**config.mk**
```make
export PLATFORM = sky130hd
export DESIGN_NAME = ltc2308_scan_ctrl
export DESIGN_NICKNAME = d
export VERILOG_FILES = /design/src/rtl/ltc2308_scan_ctrl.sv
export SDC_FILE = /design/constraint.sdc
export NUM_CORES = 1
export LEC_CHECK = 0
export CORE_MARGIN = 4
export CORE_UTILIZATION = 25
export DETAILED_ROUTE_END_ITERATION = 8
export DONT_BUFFER_PORTS = 1
export HOLD_SLACK_MARGIN = 0.08
export PLACE_DENSITY = 0.45
export SLEW_MARGIN = 20
export SYNTH_ARGS = -nofsm -noshare
export SYNTH_HDL_FRONTEND = slang
export SYNTH_SLANG_ARGS = --single-unit
```
**constraint.sdc**
```tcl
create_clock -name clk_clk -period 3.2 [get_ports clk_clk]
set_clock_uncertainty 0.2 [all_clocks]
set_input_delay 0.64 -clock clk_clk [delete_from_list [all_inputs] [get_ports clk_clk]]
set_output_delay 0.64 -clock clk_clk [all_outputs]
set_load 0.02 [all_outputs]
```
**src/rtl/ltc2308_scan_ctrl.sv**
```systemverilog
// LTC2308 scan sequencer: converts a masked channel set over SPI and streams the
// results, absorbing the ADC's one-frame lag between config word and conversion data.
module ltc2308_scan_ctrl #(
    parameter int unsigned CLK_DIV     = 2,
    parameter int unsigned CONV_CYCLES = 80
) (
    input  logic        clk_clk,
    input  logic        reset_reset_n,
    input  logic        start,
    input  logic        continuous,
    input  logic [7:0]  chan_mask,
    input  logic        unipolar,
    output logic        busy,
    output logic        result_valid,
    input  logic        result_ready,
    output logic [11:0] result_data,
    output logic [2:0]  result_chan,
    output logic        adc_convst,
    output logic        adc_sclk,
    output logic        adc_din,
    input  logic        adc_dout
);

    localparam logic [9:0] CONV_M1 = 10'(CONV_CYCLES - 1);
    localparam logic [9:0] HALF_M1 = 10'(CLK_DIV - 1);
    localparam logic [9:0] FULL_M1 = 10'(2 * CLK_DIV - 1);

    typedef enum logic [1:0] {
        ST_IDLE,
        ST_CONV,
        ST_SHIFT,
        ST_EMIT
    } state_t;

    state_t      state_q, state_d;
    logic [7:0]  sweep_mask_q, sweep_mask_d;
    logic [2:0]  cfg_ch_q, cfg_ch_d;
    logic [2:0]  res_ch_q, res_ch_d;
    logic        prime_q, prime_d;
    logic        last_q, last_d;
    logic [9:0]  cnt_q, cnt_d;
    logic [3:0]  bit_q, bit_d;
    logic [11:0] shreg_q, shreg_d;
    logic        convst_q, convst_d;
    logic        sclk_q, sclk_d;
    logic        din_q, din_d;
    logic        busy_q, busy_d;
    logic        valid_q, valid_d;
    logic [11:0] data_q, data_d;
    logic [2:0]  chan_q, chan_d;

    logic [5:0]  cfg_word;
    logic [3:0]  nxt_ch;

    function automatic logic [2:0] lowest_ch(input logic [7:0] m);
        logic [2:0] r;
        r = '0;
        for (int unsigned i = 8; i > 0; i--) begin
            if (m[3'(i - 1)]) r = 3'(i - 1);
        end
        return r;
    endfunction

    // {found, channel} of the lowest set bit strictly above cur
    function automatic logic [3:0] next_ch(input logic [7:0] m, input logic [2:0] cur);
        logic [3:0] r;
        r = '0;
        for (int unsigned i = 8; i > 0; i--) begin
            if (m[3'(i - 1)] && ((i - 1) > 32'(cur))) r = {1'b1, 3'(i - 1)};
        end
        return r;
    endfunction

    function automatic logic cfg_bit(input logic [5:0] w, input logic [3:0] idx);
        logic b;
        b = 1'b0;
        if (idx < 4'd6) b = w[3'd5 - idx[2:0]];
        return b;
    endfunction

    always_comb begin
        cfg_word     = {1'b1, cfg_ch_q[0], cfg_ch_q[2], cfg_ch_q[1], unipolar, 1'b0};
        nxt_ch       = next_ch(sweep_mask_q, cfg_ch_q);

        state_d      = state_q;
        sweep_mask_d = sweep_mask_q;
        cfg_ch_d     = cfg_ch_q;
        res_ch_d     = res_ch_q;
        prime_d      = prime_q;
        last_d       = last_q;
        cnt_d        = cnt_q;
        bit_d        = bit_q;
        shreg_d      = shreg_q;
        convst_d     = convst_q;
        sclk_d       = sclk_q;
        din_d        = din_q;
        valid_d      = valid_q;
        data_d       = data_q;
        chan_d       = chan_q;

        unique case (state_q)
            ST_IDLE: begin
                if ((start || continuous) && (chan_mask != '0)) begin
                    state_d      = ST_CONV;
                    sweep_mask_d = chan_mask;
                    cfg_ch_d     = lowest_ch(chan_mask);
                    prime_d      = 1'b1;
                    last_d       = 1'b0;
                    cnt_d        = '0;
                    convst_d     = 1'b1;
                end
            end

            ST_CONV: begin
                if (cnt_q == CONV_M1) begin
                    state_d  = ST_SHIFT;
                    convst_d = 1'b0;
                    cnt_d    = '0;
                    bit_d    = '0;
                    din_d    = cfg_bit(cfg_word, 4'd0);
                end else begin
                    cnt_d = cnt_q + 10'd1;
                end
            end

            ST_SHIFT: begin
                cnt_d = cnt_q + 10'd1;
                if (cnt_q == HALF_M1) begin
                    sclk_d  = 1'b1;
                    shreg_d = {shreg_q[10:0], adc_dout};
                end
                if (cnt_q == FULL_M1) begin
                    sclk_d = 1'b0;
                    cnt_d  = '0;
                    if (bit_q == 4'd11) begin
                        state_d = ST_EMIT;
                        din_d   = 1'b0;
                        if (!prime_q) begin
                            valid_d = 1'b1;
                            data_d  = shreg_q;
                            chan_d  = res_ch_q;
                        end
                    end else begin
                        bit_d = bit_q + 4'd1;
                        din_d = cfg_bit(cfg_word, bit_q + 4'd1);
                    end
                end
            end

            ST_EMIT: begin
                if (prime_q || (valid_q && result_ready)) begin
                    prime_d  = 1'b0;
                    valid_d  = 1'b0;
                    res_ch_d = cfg_ch_q;
                    if (last_q) begin
                        state_d = ST_IDLE;
                    end else begin
                        state_d  = ST_CONV;
                        convst_d = 1'b1;
                        cnt_d    = '0;
                        if (nxt_ch[3]) begin
                            cfg_ch_d = nxt_ch[2:0];
                        end else if (continuous && (chan_mask != '0)) begin
                            // the trailing frame of this sweep doubles as the first of the next
                            sweep_mask_d = chan_mask;
                            cfg_ch_d     = lowest_ch(chan_mask);
                        end else begin
                            last_d   = 1'b1;
                            cfg_ch_d = '0;
                        end
                    end
                end
            end

            default: state_d = ST_IDLE;
        endcase

        busy_d = (state_d != ST_IDLE);
    end

    always_ff @(posedge clk_clk or negedge reset_reset_n) begin
        if (!reset_reset_n) begin
            state_q      <= ST_IDLE;
            sweep_mask_q <= '0;
            cfg_ch_q     <= '0;
            res_ch_q     <= '0;
            prime_q      <= 1'b0;
            last_q       <= 1'b0;
            cnt_q        <= '0;
            bit_q        <= '0;
            shreg_q      <= '0;
            convst_q     <= 1'b0;
            sclk_q       <= 1'b0;
            din_q        <= 1'b0;
            busy_q       <= 1'b0;
            valid_q      <= 1'b0;
            data_q       <= '0;
            chan_q       <= '0;
        end else begin
            state_q      <= state_d;
            sweep_mask_q <= sweep_mask_d;
            cfg_ch_q     <= cfg_ch_d;
            res_ch_q     <= res_ch_d;
            prime_q      <= prime_d;
            last_q       <= last_d;
            cnt_q        <= cnt_d;
            bit_q        <= bit_d;
            shreg_q      <= shreg_d;
            convst_q     <= convst_d;
            sclk_q       <= sclk_d;
            din_q        <= din_d;
            busy_q       <= busy_d;
            valid_q      <= valid_d;
            data_q       <= data_d;
            chan_q       <= chan_d;
        end
    end

    assign busy         = busy_q;
    assign result_valid = valid_q;
    assign result_data  = data_q;
    assign result_chan  = chan_q;
    assign adc_convst   = convst_q;
    assign adc_sclk     = sclk_q;
    assign adc_din      = din_q;

endmodule
```
==> flow_summary.ini, run 1 <==
[floorplanning]
die_h_um = 121
start_util = 0.255
core-area_um2 = 12600
die_x_um = 121
die-area_um2 = 14700
pin_count = 35
num_rows = 41

[worst_hold_path]
hold_path_class = primary input to register

[routing]
antenna_left = 0
highest_layer = met4
drc_errors = 0
met3WireLength_um = 325
totalWireLength_mm = 6.99
via_count = 2230
vias_per_cell = 4.64
routedWlPerCell_um = 14.5
wl_met1_mm = 3.48
dr_wl_met2_mm = 3.12
drt_iter0_drc = 79
detail_route.first_pass.iterations = 4

[clock_tree]
cts_tree = built
clkLatencyLatePin_ns = 0.33
post_cts_buffers = 0
post_cts_resized = 0
hold_buffers = 2
clockBufferDepth = 2
cts.sinks = 63
cts_buffers = 9
cts.clk_slew.worst_paths_ns = 0.05
cts_root_buf = clkbuf_16
h-tree-depth = 3

[yosys]
synthMuxAreaShare = 0.147
yosys.area_share.adder = 0.0273
syn_inst = 298
ys_seq_elements = 63
synth_top_family_by_area = multiplexers
synth_area_um2 = 3200
synth.top_cell.area_share = 0.492
ys_types = 54
yosys.area_share.simple = 0.142
avgSynthCellArea_um2 = 10.7
synth_area_leaders = dfrtp_1, mux2_2, ha_1, nand2_1, nor2_1
synthXorXnorAreaFrac = 0.0137
yosys_warnings = 0
ys_seq_area_frac = 0.492
synth_compound_area_frac = 0.145
synth_fp_nets = 320
ys_dominant_reg_cell = dfrtp_1
netlist.top_cell.by_area = dfrtp_1
async_flop_share = 1.00
synth_edf_count = 0

[final_layout]
final_common_cell = dfrtp_1
drive_above_1_share = 0.230
instances_no_fill = 481
final_nets = 327
fill_cells = 1314
diodes = 0
layout_common_cells = dfrtp_1, mux2_2, nand2_1, nor2_1, a21oi_1
area_growth_pct = 15.9

[job]
maxCapViolCount = 0

[power_and_ir_drop]
vdd_drop_max_mv = 0.239
pwr_density_cell_nw_per_um2 = 462
p_leak_nw = 1.61

[timing]
finalMaxSlewViolations = 0
post-route-min-period_ns = 2.63
rsz0062_at_grt = no
setup-tns-final_ns = 0
finalSetupViolCount = 0
post-route-period-util = 0.821
tightest_slew_ns = 0.724
slew_headroom = 0.513
fmax_mhz = 381
finalHoldViolCount = 0

[placed_design]
gp_congestion = 0.721
io_buffers = 0
placed_cells = 464
hpwl_mm = 4.96

[critical_path]
slowest_delay_ns = 0.57
crit_buf_inv = 2
critPathArrivalTime_ns = 2.65
critical_path.endpoint_type = register
start_kind = register
crit_chain = ha_1 > inv_1 > o41ai_1 > buf_4 > a21boi_0 > or2b_2 > o31ai_1
crit_type = register to register
crit_fanout = 6
critPathTopFamily = compound AO/OA/AOI/OAI gates
slowest_stage = a21boi_0
crit_required_ns = 3.22

[global_route]
grt_first_pass_wirelength_mm = 12.2
grt_overflow_total = 0
track_usage = 0.105
grt_pass1_vias = 2419
grt_max_degree = 64
antenna_found_initial = 0

[run_status]
status = finished, final reports clean
## registers in the layout (all words and copies together) (netlist names)
name	count
result_valid	1
adc_convst	1
cnt_q	10
adc_din	1
state_q	2
sweep_mask_q	7
cfg_ch_q	3
busy	1
prime_q	1
bit_q	4
adc_sclk	1
result_chan	3
res_ch_q	3
last_q	1
result_data	12
shreg_q	12
## layout make-up
cell class / count / area [µm²] / share of cell area
Multi-Input combinational cell: 210 / 1530 / 0.412
Tap cell: 172 / 215 / 0.0580
Sequential cell: 63 / 1580 / 0.425
Inverter: 14 / 52.6 / 0.0142
Timing Repair Buffer: 7 / 75.1 / 0.0202
Clock buffer: 10 / 229 / 0.0617
Clock inverter: 5 / 36.3 / 0.00977
## metal layers
metal | vias to the layer above | track usage
met5 | - | 0
met4 | 0 | 0.0273
met3 | 10 | 0.0373
met2 | 34 | 0.162
met1 | 1095 | 0.141
li1 | 1091 | -
## final timing paths
check                                             start                      end  slack, ns  cells past startpoint
worst max-delay path               cnt_q[0]$_DFFE_PN0P_     cnt_q[4]$_DFFE_PN0P_       0.57                      7
worst min-delay path                           adc_dout   shreg_q[0]$_DFFE_PN0P_       0.26                      1
worst max register to register     cnt_q[0]$_DFFE_PN0P_     cnt_q[4]$_DFFE_PN0P_       0.57                      7
worst min register to register  res_ch_q[2]$_DFFE_PN0P_  res_ch_q[2]$_DFFE_PN0P_       0.30                      2
max in group asynchronous                 reset_reset_n     cnt_q[9]$_DFFE_PN0P_       1.85                      2
min in group asynchronous                 reset_reset_n  res_ch_q[0]$_DFFE_PN0P_       0.69                      2
## power breakdown
group	switching [W]	internal, W
Sequential	0.00000658	0.000802
Combinational	0.0000242	0.0000146
Clock	0.000350	0.000518
Total	0.000381	0.00134
## cells in the mapped netlist (4+ instances only)
library cell / n
o41ai_1: 5
o31ai_1: 4
nand3_1: 12
nand2_1: 23
ha_1: 7
o21bai_1: 4
a21oi_1: 15
inv_1: 14
mux2_2: 40
o21ai_0: 9
nand2b_1: 5
nor4_1: 4
nor2_1: 21
dfrtp_1: 63
o22ai_1: 4
clkbuf_1: 8
nor3_1: 4
## stage by stage
stage / cell area (µm²) / hold slack, ns / worst slack [ns] / power (W) / utilization
2_1_floorplan: 3200 / 0.144 / 0.636 / 0.000836 / -
3_3_place_gp: 3410 / 0.146 / 0.576 / 0.000841 / 0.271
3_5_place_dp: 3410 / 0.146 / 0.520 / 0.000841 / 0.271
4_1_cts: 3710 / 0.248 / 0.541 / 0.00175 / 0.295
5_1_grt: 3710 / 0.241 / 0.299 / 0.00180 / 0.295
6_report: 3710 / 0.261 / 0.572 / 0.00172 / 0.295
## kinds of logic after synthesis
logic type                 after synthesis
and+or+nand+nor                         89
AOI/OAI and AO/OA                       67
DFF                                     63
muxes                                   42
buffers and inverters                   25
adders and majority gates                7
xor gates and xnor gates                 5
Note: power is estimated with default switching activity, not from simulation.
==> run 2: changes to the inputs <==
Settings changed: PLACE_DENSITY 0.45 to 0.47.
Clock period 3.2 ns to 2.4 ns, I/O delays scaled along.
==> flow_summary.ini, run 2 (same netlist as run 1, synthesis figures left out) <==
[routing]
drt_iter0_drc = 133
routedWlPerCell_um = 14.4
detail_route.first_pass.iterations = 4
drc_errors = 0
vias_per_cell = 4.55
antenna_left = 0
totalWireLength_mm = 7.43
via_count = 2340

[critical_path]
critPathArrivalTime_ns = 2.40
slowest_stage = or4_4
crit_type = register to register
crit_required_ns = 2.41
crit_fanout = 8
critPathTopFamily = simple AND/OR/NAND/NOR gates
cpMostUsedCell = or4_4
crit_buf_inv = 1
r2r_cells = 5
critical_path.endpoint_type = register
start_kind = register
crit_cells = 5
crit_chain = or4_4 > or4_4 > nor3_4 > buf_6 > mux2_4
slowest_delay_ns = 0.57

[final_layout]
instances_no_fill = 514
diodes = 0
area_growth_pct = 30.1
fill_cells = 1255
final_common_cell = dfrtp_1
drive_above_1_share = 0.336
final_nets = 359
layout_common_cells = dfrtp_1, buf_4, mux2_2, nand2_1, nor2_1

[floorplanning]
die-area_um2 = 14700
pin_count = 35
start_util = 0.255
core-area_um2 = 12600
num_rows = 41
die_h_um = 121
die_x_um = 121

[job]
maxCapViolCount = 0

[timing]
finalHoldViolCount = 0
finalMaxSlewViolations = 0
tightest_slew_ns = 0.504
rsz0062_at_grt = yes
whs_ns = 0.102
finalSetupViolCount = 0
fmax_mhz = 418
slew_headroom = 0.661
post-route-period-util = 0.997
post-route-min-period_ns = 2.39

[global_route]
grt_max_degree = 64
antenna_found_initial = 0
grt_overflow_total = 0
grt_first_pass_wirelength_mm = 12.2
grt_pass1_vias = 2356
track_usage = 0.108

[clock_tree]
cts_buffers = 9
cts_root_buf = clkbuf_16
clockBufferDepth = 2
clkLatencyLatePin_ns = 0.33
cts_tree = built
h-tree-depth = 3
cts.sinks = 63
cts.clk_slew.worst_paths_ns = 0.06

[power_and_ir_drop]
vdd_drop_max_mv = 0.302
p_leak_nw = 1.83
pwr_density_cell_nw_per_um2 = 610

[worst_hold_path]
hold_depth = 1
hold_path_class = primary input to register

[placed_design]
hpwl_mm = 5.23
placed_cells = 494
gp_congestion = 0.761
io_buffers = 0

[run_status]
status = finished, final reports clean
## run 2: per-layer routing
layer / wire (µm) / up-vias / global-route usage
met2: 3130 / 39 / 0.151
met3: 399 / 12 / 0.0364
met1: 3740 / 1136 / 0.149
met4: 162 / 0 / 0.0532
met5: 0 / - / 0
li1: - / 1153 / -
## run 2: what timing repair did
item | in CTS | in global routing
setup endpoints to repair | 22 | 31
pin swaps | 1 | 1
hold buffers | 2 | 0
hold endpoints to repair | 63 | 0
gates cloned | 1 | 0
resized for setup | 3 | 21
setup buffers | 3 | 0
## run 2: path summary, 6_finish.rpt
path | startpoint | slack [ns] | end
hold / removal | adc_dout | 0.10 | shreg_q[0]$_DFFE_PN0P_
setup / recovery | cnt_q[9]$_DFFE_PN0P_ | 0.006 | result_chan[2]$_DFFE_PN0P_
hold reg to reg | res_ch_q[2]$_DFFE_PN0P_ | 0.29 | res_ch_q[2]$_DFFE_PN0P_
max in group asynchronous | reset_reset_n | 1.22 | cfg_ch_q[2]$_DFFE_PN0P_
setup reg to reg | cnt_q[9]$_DFFE_PN0P_ | 0.006 | result_chan[2]$_DFFE_PN0P_
min in group asynchronous | reset_reset_n | 0.51 | bit_q[2]$_DFFE_PN0P_
## run 2: metrics by stage
| stage | total power, W | util | setup WS, ns | area [µm²] | setup TNS (ns) |
|---|---|---|---|---|---|
| floorplan | 0.00111 | - | -0.155 | 3230 | -1.45 |
| global placement | 0.00112 | 0.295 | -0.0505 | 3700 | -0.613 |
| detailed placement | 0.00112 | 0.295 | -0.0857 | 3700 | -1.06 |
| CTS | 0.00258 | 0.328 | -0.0469 | 4120 | -0.570 |
| global route | 0.00264 | 0.332 | -0.147 | 4170 | -1.43 |
| finish | 0.00254 | 0.332 | 0.00611 | 4170 | 0 |
## run 2: power by group
group | total [W] | internal [W] | switching [W]
Sequential | 0.00108 | 0.00107 | 0.00000695
Combinational | 0.0000563 | 0.0000224 | 0.0000339
Clock | 0.00141 | 0.000937 | 0.000470
Total | 0.00254 | 0.00203 | 0.000511
## run 2: cell type report
| type | count | area, µm² | share of cell area |
|---|---|---|---|
| flip-flops and latches | 63 | 1580 | 0.378 |
| repair buffers | 39 | 352 | 0.0844 |
| clock inverters | 5 | 81.3 | 0.0195 |
| clock buffers | 11 | 243 | 0.0583 |
| well taps | 172 | 215 | 0.0517 |
| multi-input cells | 210 | 1650 | 0.395 |
| inverters | 14 | 52.6 | 0.0126 |
